`src/rtl/uart_baud_gen_prog.sv`:
```
// uart_baud_gen_prog: fractional baud generator, oversample/bit enables, valid/ready rate reload, hold re-phase
module uart_baud_gen_prog #(
  parameter int CLOCK_SPEED = 2000000,
  parameter int BAUD_RATE   = 115200,
  parameter int OVERSAMPLE  = 16,
  parameter int HOLD_PHASE  = 0,
  parameter int BAUD_WIDTH  = 24,
  parameter int DELAY       = 0
) (
  input  logic                  uart_clk,
  input  logic                  uart_rstn,
  input  logic                  uart_hold,
  input  logic [BAUD_WIDTH-1:0] cfg_baud,
  input  logic                  cfg_valid,
  output logic                  cfg_ready,
  output logic                  cfg_err,
  output logic [BAUD_WIDTH-1:0] cur_baud,
  output logic                  uart_os_ena,
  output logic                  uart_ena
);
  localparam int ACC_W = $clog2(CLOCK_SPEED) + 1;
  localparam int INC_W = BAUD_WIDTH + $clog2(OVERSAMPLE);
  localparam int SUM_W = (ACC_W > INC_W ? ACC_W : INC_W) + 1;
  localparam int OS_W = $clog2(OVERSAMPLE);
  localparam logic [SUM_W-1:0] MOD = SUM_W'(CLOCK_SPEED);
  localparam logic [INC_W-1:0] RST_INC = INC_W'(BAUD_RATE * OVERSAMPLE);
  localparam logic [OS_W-1:0] LAST = OS_W'(OVERSAMPLE - 1);
  localparam logic [OS_W-1:0] PHASE = OS_W'(HOLD_PHASE);
  if (BAUD_RATE == 0 || OVERSAMPLE < 2 || BAUD_RATE * OVERSAMPLE > CLOCK_SPEED) begin : g_bad_params
    $error("uart_baud_gen_prog: invalid CLOCK_SPEED/BAUD_RATE/OVERSAMPLE");
  end
  logic [ACC_W-1:0] acc_q, acc_d;
  logic [OS_W-1:0] os_cnt_q, os_cnt_d;
  logic [INC_W-1:0] inc_q, inc_d, pend_inc_q, pend_inc_d, cfg_inc;
  logic [BAUD_WIDTH-1:0] cur_baud_q, cur_baud_d, pend_baud_q, pend_baud_d;
  logic pending_q, pending_d, cfg_err_q, cfg_err_d;
  logic [DELAY:0] os_pipe_q, os_pipe_d, bit_pipe_q, bit_pipe_d;
  logic [SUM_W-1:0] sum;
  logic os_ev, bit_ev, apply, take;
  always_comb begin
    sum = SUM_W'(acc_q) + SUM_W'(inc_q);
    os_ev = !uart_hold && sum >= MOD;
    bit_ev = os_ev && os_cnt_q == LAST;
    apply = pending_q && (uart_hold || bit_ev);
    cfg_inc = INC_W'(cfg_baud) * INC_W'(OVERSAMPLE);
    cfg_err_d = cfg_valid && !pending_q && (cfg_baud == '0 || SUM_W'(cfg_inc) > MOD);
    take = cfg_valid && !pending_q && !cfg_err_d;
    acc_d = (uart_hold || apply) ? '0 : ACC_W'(os_ev ? sum - MOD : sum);
    os_cnt_d = uart_hold ? PHASE : !os_ev ? os_cnt_q : bit_ev ? '0 : os_cnt_q + 1'b1;
    inc_d = apply ? pend_inc_q : inc_q;
    cur_baud_d = apply ? pend_baud_q : cur_baud_q;
    pending_d = apply ? 1'b0 : take ? 1'b1 : pending_q;
    pend_inc_d = take ? cfg_inc : pend_inc_q;
    pend_baud_d = take ? cfg_baud : pend_baud_q;
    os_pipe_d = os_pipe_q << 1;
    os_pipe_d[0] = os_ev;
    bit_pipe_d = bit_pipe_q << 1;
    bit_pipe_d[0] = bit_ev;
  end
  always_ff @(posedge uart_clk or negedge uart_rstn) begin
    if (!uart_rstn) begin
      acc_q <= '0;
      os_cnt_q <= PHASE;
      inc_q <= RST_INC;
      cur_baud_q <= BAUD_WIDTH'(BAUD_RATE);
      pend_inc_q <= '0;
      pend_baud_q <= '0;
      pending_q <= 1'b0;
      cfg_err_q <= 1'b0;
      os_pipe_q <= '0;
      bit_pipe_q <= '0;
    end else begin
      acc_q <= acc_d;
      os_cnt_q <= os_cnt_d;
      inc_q <= inc_d;
      cur_baud_q <= cur_baud_d;
      pend_inc_q <= pend_inc_d;
      pend_baud_q <= pend_baud_d;
      pending_q <= pending_d;
      cfg_err_q <= cfg_err_d;
      os_pipe_q <= os_pipe_d;
      bit_pipe_q <= bit_pipe_d;
    end
  end
  assign cfg_ready = !pending_q;
  assign cfg_err = cfg_err_q;
  assign cur_baud = cur_baud_q;
  assign uart_os_ena = os_pipe_q[DELAY];
  assign uart_ena = bit_pipe_q[DELAY];
endmodule

```
`config.mk`:
```
export PLATFORM = sky130hd
export DESIGN_NAME = uart_baud_gen_prog
export DESIGN_NICKNAME = d
export VERILOG_FILES = /design/src/rtl/uart_baud_gen_prog.sv
export SDC_FILE = /design/constraint.sdc
export NUM_CORES = 1
export LEC_CHECK = 0
export BUFFER_PORTS_ARGS = -buffer_cell sky130_fd_sc_hd__buf_2
export CORE_MARGIN = 4
export CORE_UTILIZATION = 45
export DETAILED_ROUTE_END_ITERATION = 7
export MAX_ROUTING_LAYER = met4
export SKIP_LAST_GASP = 1
export SLEW_MARGIN = 15
export SYNTH_ARGS = -nofsm -noshare
export SYNTH_HDL_FRONTEND = slang
export SYNTH_SLANG_ARGS = --single-unit
```
`constraint.sdc`:
```
create_clock -name uart_clk -period 5 [get_ports uart_clk]
set_input_delay 0.5 -clock uart_clk [delete_from_list [all_inputs] [get_ports uart_clk]]
set_output_delay 0.5 -clock uart_clk [all_outputs]
set_load 0.03 [all_outputs]
```
=== Word level (Yosys, flattened, before mapping) ===
Index checks and enable logic that the tools add are counted.
Widths: inputs -> output; s select.

* Flip-flop bits (word level): 78
* Word-level logic and storage cells: 36

* Add/sub/neg operators: 3
* $lt $le $gt $ge: 2
* Equality and inequality tests: 1
* Multiplexer cells: 7
* Reduce and logical (&&, ||, !) cells: 15

{| class="wikitable"
|+ Operators by type and width
! operator !! count
|-
| $mux 22 || 2
|-
| $add 22x28->29 || 1
|-
| $ge 29x21->1 const B || 1
|-
| $gt 28x21->1 const B || 1
|-
| $logic_not 24->1 || 1
|-
| $sub 22x21->22 const B || 1
|-
| $mux 4 || 3
|-
| $logic_and 1x1->1 || 6
|-
| $add 4x1->4 const B || 1
|-
| $eq 4x4->1 const B || 1
|-
| $reduce_bool 2->1 || 2
|-
| $logic_not 1->1 || 3
|-
| $logic_or 1x1->1 || 3
|-
| $mux 1 || 2
|}

=== Longest topological paths before layout ===
Gate-level depths: netlist (run 1).

* Depth in word-level cells: 8
* Depth in mapped cells: 14
* Depth with buffers taken out: 13

=== Worst setup path before layout (run 1) ===
OpenSTA, ideal clock, no wires.

* Path type: reg-to-reg
* From: reg inc_q[12]
* To: reg inc_q[10]
* Data arrival time: 3.745 ns
* Required time: 4.875 ns
* Path slack: 1.130 ns
* Cell stages (with the launch flop): 13
* Clock period less this slack: 3.870 ns
* Cell sequence: dfrtp_1 > ha_1 > clkbuf_1 > nand2_1 > a2111oi_2 > o31ai_4 > xnor2_1 > or4_4 > a211oi_4 > nand3_4 > a22oi_4 > buf_12 > mux2_4

* Longest elaborated chain between the ends: 6

{| class="wikitable"
|+ Ends and longest elaborated chain
! what !! line !! RTL
|-
| start, declared || 34 || <nowiki>logic [INC_W-1:0] inc_q, inc_d, pend_inc_q, pend_inc_d, cfg_inc;</nowiki>
|-
| start signal, assigned || 75 || <nowiki>inc_q <= inc_d;</nowiki>
|-
| $add 22x28->29 || 41 || <nowiki>sum = SUM_W'(acc_q) + SUM_W'(inc_q);</nowiki>
|-
| $ge 29x21->1 || 42 || <nowiki>os_ev = !uart_hold && sum >= MOD;</nowiki>
|-
| $logic_and 1x1->1 || 42 ||
|-
| $logic_and 1x1->1 || 43 || <nowiki>bit_ev = os_ev && os_cnt_q == LAST;</nowiki>
|-
| $logic_or 1x1->1 || 44 || <nowiki>apply = pending_q && (uart_hold || bit_ev);</nowiki>
|-
| $logic_and 1x1->1 || 44 ||
|}

No other way between the ends.
A chain may end at the register's enable or synchronous reset.

=== Worst setup path in the final report (run 1) ===
* From: reg inc_q[5]
* To: reg inc_q[10]

The elaborated chain is that of the path after synthesis.

==> results.md, run 1 <==
* Most frequent cells in the layout: dfrtp_1, buf_2, nor2_1
* EDFF count, synth at 0
* Yosys reg bits at 74
* Crit Path Category: reg2reg
* Cell Pwr Density at 232 nW/um2
* CP cell instances: ha_1 -> a21o_1 -> nand4_1 -> a2111oi_2 -> o31ai_4 -> xnor2_1 -> or4_4 -> a211oi_4 -> nand3_4 -> a22oi_4 -> buf_12 -> mux2_4
* RSZ-0062 raised after global routing: no
* TritonCTS clock tree: built
* Period utilization at 87.4%
* Clock Pin Slew Worst Setup and Hold Paths at 0.08 ns
* Syn Inst Count at 427
* Min cycle time layout at 4.37 ns
* Global-route wire length before repair at 17.6 mm
* Worst-Skew Late Latency at 0.35 ns
* R2R depth at 12
* Initial core utilization at 46.2%
* Cell Rows at 36
* Filler cell count in the final layout at 910
* Num Clock Sinks at 74
* Data required, critical path at 5.24 ns
* Final Max Slew Viols at 0
* Vias at 3429
* Yosys warns at 0
* Top Ports at 56
* Worst-Margin Slew at 1.06 ns
* Clock Tree Root: clkbuf_8
* Nets at 529
* CTS H-Tree Depth at 3
* Die H at 108 um
* CTS buffer count at 9
* Delay-heaviest family, CP: compound AO/OA/AOI/OAI gates
* Die width at 108 um
* Average wire per standard cell at 17.1 um
* Fmax at 0.229 GHz
* Layout cells sized above 1 at 27.2%
* Setup bufs post-CTS at 0
* Die area at 11700 um2
* Slew margin rel. at 29.3%
* Vias in the first global route at 3477
* Final instance area at 5090 um2
* Post-layout util at 52.1%
* Worst-path fanout max at 13
* Hold crit path type: in2async
* Core Area at 9770 um2
* Final hold violation count at 0
* Post-route insts no fill at 618
* Clock Skew at 0.0101 ns
* Post-CTS resize count at 0
* Register area share after synthesis at 41.1%
* R2R Setup Slk at 0.63 ns
* WHS at 0.275 ns
* Critical path launch point type: flop
* Share of the synthesized area in the top cell type at 38.8%
* Placed instance area at 4890 um2
* Drt total wl at 10.6 mm
* Placed Cells at 602
* Final setup viols at 0
* Hold Buf Count CTS at 0
* Vias/cell at 5.55
* Post-DRT Antenna Nets at 0
* Slowest CP cell: a2111oi_2
* DRC Markers at 0
* Syn Std Cell Area at 4520 um2
* Mapped Nets at 476
* Reg2reg end: inc_q[10]
* Routability cong. at 0.859
* GRT overflow at 0
* Leak Pwr at 2.63 nW
* Area grow syn2layout at 12.7%
* Mean Syn Cell Area at 10.6 um2
* Post-detail-place hpwl at 7.90 mm
* CP Capture Type: flop
* Dominant synthesized flop cell: dfrtp_1
* CP bufs+invs at 1
* CP arrival at 4.61 ns
* Pre-antenna DRT Iters at 4
* Area contributors post-synth: dfrtp_1, mux2_4, ha_1
* Total of max-cap violations at 0
* Fin Setup TNS at 0 ns
* 1st-iter DRT viols at 152
* Antenna violations before repair at 0
* ANT cells at 0
* RR Startpoint: inc_q[5]
* Async SR Flop Fraction at 100%
* Worst VDD drop at 0.161 mV
* Status: completed
* PortBufs at 55
* Tot GR Track Use at 19.9%
* Largest net degree at the start of global routing at 75
* CP max stage delay at 0.77 ns
* Library cells used by synthesis at 65
* Most common cell after layout, fill and taps aside: dfrtp_1
* Cell taking the most area after synthesis: dfrtp_1
* Max Buffers Root-to-Sink at 2
[worst register-to-register path, delay by kind of cell (launching register included)]
family	cells	cell delay, ns
AOI/OAI and AO/OA	5	1.98
xor gates and xnor gates	1	0.16
adders and majority gates	1	0.30
buffers and inverters	1	0.24
DFF	1	0.43
muxes	1	0.31
and+or+nand+nor	3	0.82
[synth_stat cells, types with 3 or more instances]
cell type  count
nand3b_1       3
and2_1        17
o31ai_1        3
nand2_1       24
mux2i_1        5
or3_1          5
and3_1         8
xnor2_1       13
a211oi_1       5
o21a_1         3
and4_1         3
inv_1         12
o21ai_0       17
nand2b_1       4
a21o_1         8
a211o_1        3
a2bb2oi_1      3
nor2_1        29
mux2_4        20
mux2_2        21
nor3b_1        4
or2_2          4
dfrtp_1       70
a31oi_1        8
nor4_1         4
ha_1          20
a21oi_1       26
xor2_1         9
clkbuf_1      10
o211ai_1       4
nor3_1         4
dfstp_2        4
nand3_1       14
[worst max path at each step]
stage / from / to / depth (start not counted)
after CTS: inc_q[5] / inc_q[10] / 12
after detailed placement: inc_q[5] / inc_q[10] / 12
after floorplan: inc_q[12] / inc_q[10] / 12
after global placement: inc_q[5] / inc_q[4] / 12
final: inc_q[5] / inc_q[10] / 12
after global routing: inc_q[5] / inc_q[5] / 12
[cells by family after synthesis]
| group | count (synthesis) | synth area share (%) |
|---|---|---|
| XOR/XNOR | 22 | 4.26 |
| flip-flops | 74 | 41.1 |
| adder cells (fa/ha/maj) | 21 | 5.98 |
| multiplexers | 46 | 13.0 |
| buffers and inverters | 27 | 3.18 |
| AND/OR/NAND/NOR | 131 | 15.5 |
| AO/OA/AOI/OAI | 106 | 17.0 |
[area by class of cell]
type / count / area (um2) / area share (%)
Tap cell: 133 / 166 / 3.27
Clock inverter: 4 / 53.8 / 1.06
Sequential cell: 74 / 1860 / 36.5
Timing Repair Buffer: 57 / 305 / 6.00
Multi-Input combinational cell: 326 / 2520 / 49.5
Clock buffer: 12 / 145 / 2.85
Inverter: 12 / 45.0 / 0.885
[state kept, by name, indices dropped and copies added, names as in the netlist]
| signal | count |
|---|---|
| inc_q | 24 |
| pend_inc_q | 24 |
| acc_q | 18 |
| os_cnt_q | 4 |
| cfg_err | 1 |
| pending_q | 1 |
| uart_ena | 1 |
| uart_os_ena | 1 |
[power by group]
group          total [mW]  switching [mW]  internal (mW)  leakage, nW
Sequential          0.623         0.00952          0.613         1.01
Clock               0.475           0.229          0.246       0.0928
Combinational      0.0815          0.0486         0.0329         1.53
[metrics by stage]
| stage | worst slack, ns | power [mW] |
|---|---|---|
| floorplan | 1.13 | 0.677 |
| global placement | 0.784 | 0.715 |
| detailed placement | 0.680 | 0.717 |
| CTS | 0.648 | 1.19 |
| global route | 0.451 | 1.23 |
| finish | 0.630 | 1.18 |
[routing by layer]
layer / global-route usage, % / wire length [um] / part of all wire, % / vias up
li1: - / - / - / 1677
met1: 27.6 / 5100 / 48 / 1662
met2: 29.8 / 4780 / 45 / 73
met3: 3.28 / 462 / 4.4 / 17
met4: 6.85 / 230 / 2.2 / 0
met5: - / 0 / 0 / -
(Power assumes the default switching activity.)
==> run 2: changes to the inputs <==
--- a/config.mk
+++ b/config.mk
@@ -6,6 +6,7 @@
 export NUM_CORES = 1
 export LEC_CHECK = 0
 export BUFFER_PORTS_ARGS = -buffer_cell sky130_fd_sc_hd__buf_2
+export CORE_ASPECT_RATIO = 0.6
 export CORE_MARGIN = 4
 export CORE_UTILIZATION = 45
 export DETAILED_ROUTE_END_ITERATION = 7
==> results.md, run 2 (same netlist as run 1, synthesis figures left out) <==
* Status: completed
* Data required, critical path at 5.21 ns
* Critical path launch point type: flop
* R2R depth at 13
* Initial core utilization at 46.1%
* Layout cells sized above 1 at 27.4%
* GRT overflow at 0
* PortBufs at 55
* CTS buffer count at 9
* Most common cell after layout, fill and taps aside: dfrtp_1
* Vias/cell at 5.53
* Hold Buf Count CTS at 0
* CP arrival at 4.47 ns
* Crit Path Category: reg2reg
* Cell Rows at 28
* Clock Tree Root: clkbuf_16
* Slew margin rel. at 27.3%
* Antenna violations before repair at 0
* Die H at 85.6 um
* DRC Markers at 0
* Worst-Margin Slew at 1.09 ns
* Core Area at 9810 um2
* Reg2reg end: inc_q[12]
* Drt total wl at 10.8 mm
* Cell Pwr Density at 260 nW/um2
* Filler cell count in the final layout at 919
* Final hold violation count at 0
* Final setup viols at 0
* Hold crit path type: in2async
* Area grow syn2layout at 15.1%
* Pre-antenna DRT Iters at 4
* Top Ports at 56
* Max Buffers Root-to-Sink at 2
* Clock Pin Slew Worst Setup and Hold Paths at 0.06 ns
* Leak Pwr at 2.69 nW
* Post-DRT Antenna Nets at 0
* Vias in the first global route at 3362
* Setup bufs post-CTS at 0
* Average wire per standard cell at 17.3 um
* Total of max-cap violations at 0
* Tot GR Track Use at 20.2%
* Worst-Skew Late Latency at 0.33 ns
* Period utilization at 85.1%
* Nets at 530
* Routability cong. at 0.914
* Fmax at 0.235 GHz
* CTS H-Tree Depth at 3
* Post-route insts no fill at 621
* Min cycle time layout at 4.26 ns
* Clock Skew at 0.00609 ns
* Fin Setup TNS at 0 ns
* RR Startpoint: inc_q[4]
* Post-detail-place hpwl at 8.27 mm
* R2R Setup Slk at 0.74 ns
* TritonCTS clock tree: built
* Worst VDD drop at 0.150 mV
* ANT cells at 0
* Die area at 11800 um2
* 1st-iter DRT viols at 256
* Biggest regs: inc_q: 24 flops, pend_inc_q: 24 flops, acc_q: 18 flops
* Global-route wire length before repair at 17.9 mm
* Final Max Slew Viols at 0
* Vias at 3436
* Most frequent cells in the layout: dfrtp_1, buf_2, nor2_1
* Largest net degree at the start of global routing at 75
* RSZ-0062 raised after global routing: no
* CP Capture Type: flop
* Num Clock Sinks at 74
* Post-CTS resize count at 0
* Worst-path fanout max at 13
* Die width at 137 um
* Placed Cells at 605
==> run 2: report_power, final <==
| group | internal (mW) | switching (mW) |
|---|---|---|
| Sequential | 0.614 | 0.0106 |
| Combinational | 0.0328 | 0.0476 |
| Clock | 0.401 | 0.244 |
| Total | 1.05 | 0.303 |
==> run 2: how the worst max path moves through the flow <==
stage,from,to,cells after the start
6_report,inc_q[4],inc_q[12],13
5_1_grt,inc_q[4],inc_q[12],13
4_1_cts,inc_q[8],inc_q[12],13
3_5_place_dp,inc_q[8],inc_q[12],13
3_3_place_gp,inc_q[8],inc_q[4],13
2_1_floorplan,inc_q[12],inc_q[10],12
==> run 2: layout make-up <==
type	instances	area (um2)	share of cell area [%]
sequential	74	1860	35.7
timing repair buffer	58	313	6.02
inverter	12	45.0	0.866
tap	135	169	3.25
clock buffer	12	246	4.74
clock inverter	4	51.3	0.987
multi-input combinational	326	2520	48.4
==> run 2: layer usage <==
metal | track usage [%] | part of all wire [%] | up-vias
li1 | - | - | 1680
met1 | 31.8 | 54 | 1663
met2 | 26.4 | 40 | 80
met3 | 3.93 | 4.7 | 13
met4 | 4.26 | 1.0 | 0
met5 | - | 0 | -
==> run 2: per-stage QoR <==
step	utilization (%)	total power [mW]	hold slack (ns)	area (um2)	worst slack [ns]
final	53.0	1.35	0.299	5200	0.745
after global routing	53.0	1.41	0.394	5200	0.482
after CTS	53.0	1.37	0.351	5200	0.763
after detailed placement	50.0	0.718	0.470	4900	0.789
after global placement	50.0	0.715	0.465	4900	0.856
after floorplan	-	0.677	0.204	4520	1.13
==> run 2: worst max-delay path: stages, from the launching register on <==
cell and delay (ns):
dfrtp_1 0.41, ha_1 0.24, fa_1 0.41, a21o_1 0.21, o2bb2ai_1 0.21, o22a_1 0.28, xor2_1 0.20, nor3_1 0.32
a31oi_1 0.13, o2111ai_1 0.52, nand3_4 0.14, a22oi_4 0.50, buf_12 0.24, mux2_4 0.31
==> run 3: changes to the inputs <==
--- a/config.mk
+++ b/config.mk
@@ -10,7 +10,9 @@
 export CORE_MARGIN = 4
 export CORE_UTILIZATION = 45
 export DETAILED_ROUTE_END_ITERATION = 7
+export GPL_TIMING_DRIVEN = 0
 export MAX_ROUTING_LAYER = met4
+export RECOVER_POWER = 50
 export SKIP_LAST_GASP = 1
 export SLEW_MARGIN = 15
 export SYNTH_ARGS = -nofsm -noshare
==> results.md, run 3 (same netlist as run 1, synthesis figures left out) <==
* ANT cells at 0
* Largest net degree at the start of global routing at 43
* Final instance area at 5250 um2
* TritonCTS clock tree: built
* Post-CTS resize count at 0
* Place WS at 0.607 ns
* Hold crit path type: in2reg
* Num Clock Sinks at 74
* Final Worst Setup Slack at 0.626 ns
* Vias/cell at 5.58
* Layout cells sized above 1 at 23.9%
* Leak Pwr at 2.66 nW
* Vias in the first global route at 3509
* Average wire per standard cell at 17.4 um
* Fin Setup TNS at 0 ns
* Clock Tree Root: clkbuf_16
* Die area at 11800 um2
* Hold Buf Count CTS at 0
* Post-DRT Antenna Nets at 0
* PortBufs at 54
* Worst-path fanout max at 10
* Global-route wire length before repair at 18.5 mm
* Routability cong. at 0.845
* Pre-antenna DRT Iters at 4
* Die H at 85.6 um
* Filler cell count in the final layout at 903
* Post-detail-place hpwl at 8.67 mm
* Most frequent cells in the layout: dfrtp_1, buf_2, nor2_1
* Switch Pwr at 0.295 mW
* Cell Rows at 28
* Top Ports at 56
* Clock power frac at 48.7%
* Initial core utilization at 46.1%
* Max Buffers Root-to-Sink at 2
* CP Capture Type: flop
* Slew margin rel. at -49.4%
* Crit Path Category: reg2reg
* Worst-Skew Late Latency at 0.33 ns
* Total of max-cap violations at 2
* Part of the power in registers at 45.4%
* Sw Share at 21.4%
* Tot GR Track Use at 20.8%
* Pint at 1.08 mW
* Min cycle time layout at 4.37 ns
* Placed Cells at 617
* R2R depth at 12
* Die width at 137 um
* Nets at 542
* Post-layout util at 53.6%
* CTS buffer count at 9
* Setup bufs post-CTS at 0
* Vias at 3528
* Data required, critical path at 5.21 ns
* Tot Pwr at 1.38 mW
* GRT overflow at 0
* Final Max Slew Viols at 77
* Post-route insts no fill at 632
* RSZ-0062 raised after global routing: no
* Final hold violation count at 0
* WHS at 0.418 ns
* Status: finished with violations
* Final setup viols at 0
* Critical path launch point type: flop
* Worst VDD drop at 0.137 mV
* Period utilization at 87.5%
* Placed instance area at 4980 um2
* Biggest regs: inc_q: 24 flops, pend_inc_q: 24 flops, acc_q: 18 flops
* Clock Pin Slew Worst Setup and Hold Paths at 0.06 ns
* Most common cell after layout, fill and taps aside: dfrtp_1
* Comb pwr share at 5.9%
* Hold Path Depth at 2
* Area grow syn2layout at 16.3%
* CP arrival at 4.58 ns
* Worst-Margin Slew at 2.24 ns
* Cell Pwr Density at 262 nW/um2
* Clock Skew at 0.00720 ns
* DRC Markers at 0
* Failing checks: capacitance limit, slew limit
* Drt total wl at 11.0 mm
* Core Area at 9810 um2
* Antenna violations before repair at 0
* 1st-iter DRT viols at 160
* CTS H-Tree Depth at 3
* Fmax at 0.229 GHz
==> run 3: power by group through the flow <==
stage               registers [mW]  clock network, mW  logic [mW]
floorplan                    0.636                  0      0.0415
detailed placement           0.636                  0      0.0849
finish                       0.625              0.669      0.0814
global placement             0.635                  0      0.0809
global route                 0.627              0.714      0.0923
CTS                          0.625              0.686      0.0853
==> run 3: final timing paths <==
check	start	slack [ns]	end
setup / recovery	inc_q[12]	0.63	inc_q[17]
hold / removal	cfg_baud[9]	0.42	pend_inc_q[13]
setup reg to reg	inc_q[12]	0.63	inc_q[17]
hold reg to reg	pend_inc_q[27]	0.49	pend_inc_q[27]
max in group asynchronous	uart_rstn	1.53	pending_q
min in group asynchronous	uart_rstn	0.63	acc_q[11]
==> run 3: worst max-delay path, stage by stage (launching register included) <==
cell and delay [ns]:
dfrtp_1 0.44, ha_1 0.30, clkbuf_1 0.31, nand2_1 0.21
a2111oi_2 0.66, o31ai_4 0.18, xnor2_1 0.15, or4_4 0.49
a211oi_4 0.43, nand3_4 0.19, a22oi_4 0.37, buf_12 0.20
mux2_4 0.31
==> run 3: per-layer routing <==
layer	vias up	wire, um	GRT usage (%)
met5	-	0	-
met4	0	51	3.71
met3	4	653	4.51
met2	76	4520	28.5
met1	1740	5770	31.9
li1	1708	-	-
==> run 3: cell type report <==
cell class | count | area [um2] | share of cell area, %
buffer | 15 | 98.8 | 1.88
multi-input combinational | 326 | 2520 | 47.9
timing repair buffer | 55 | 255 | 4.86
clock inverter | 5 | 81.3 | 1.55
sequential | 74 | 1860 | 35.3
inverter | 12 | 45.0 | 0.857
clock buffer | 10 | 229 | 4.36
tap | 135 | 169 | 3.22
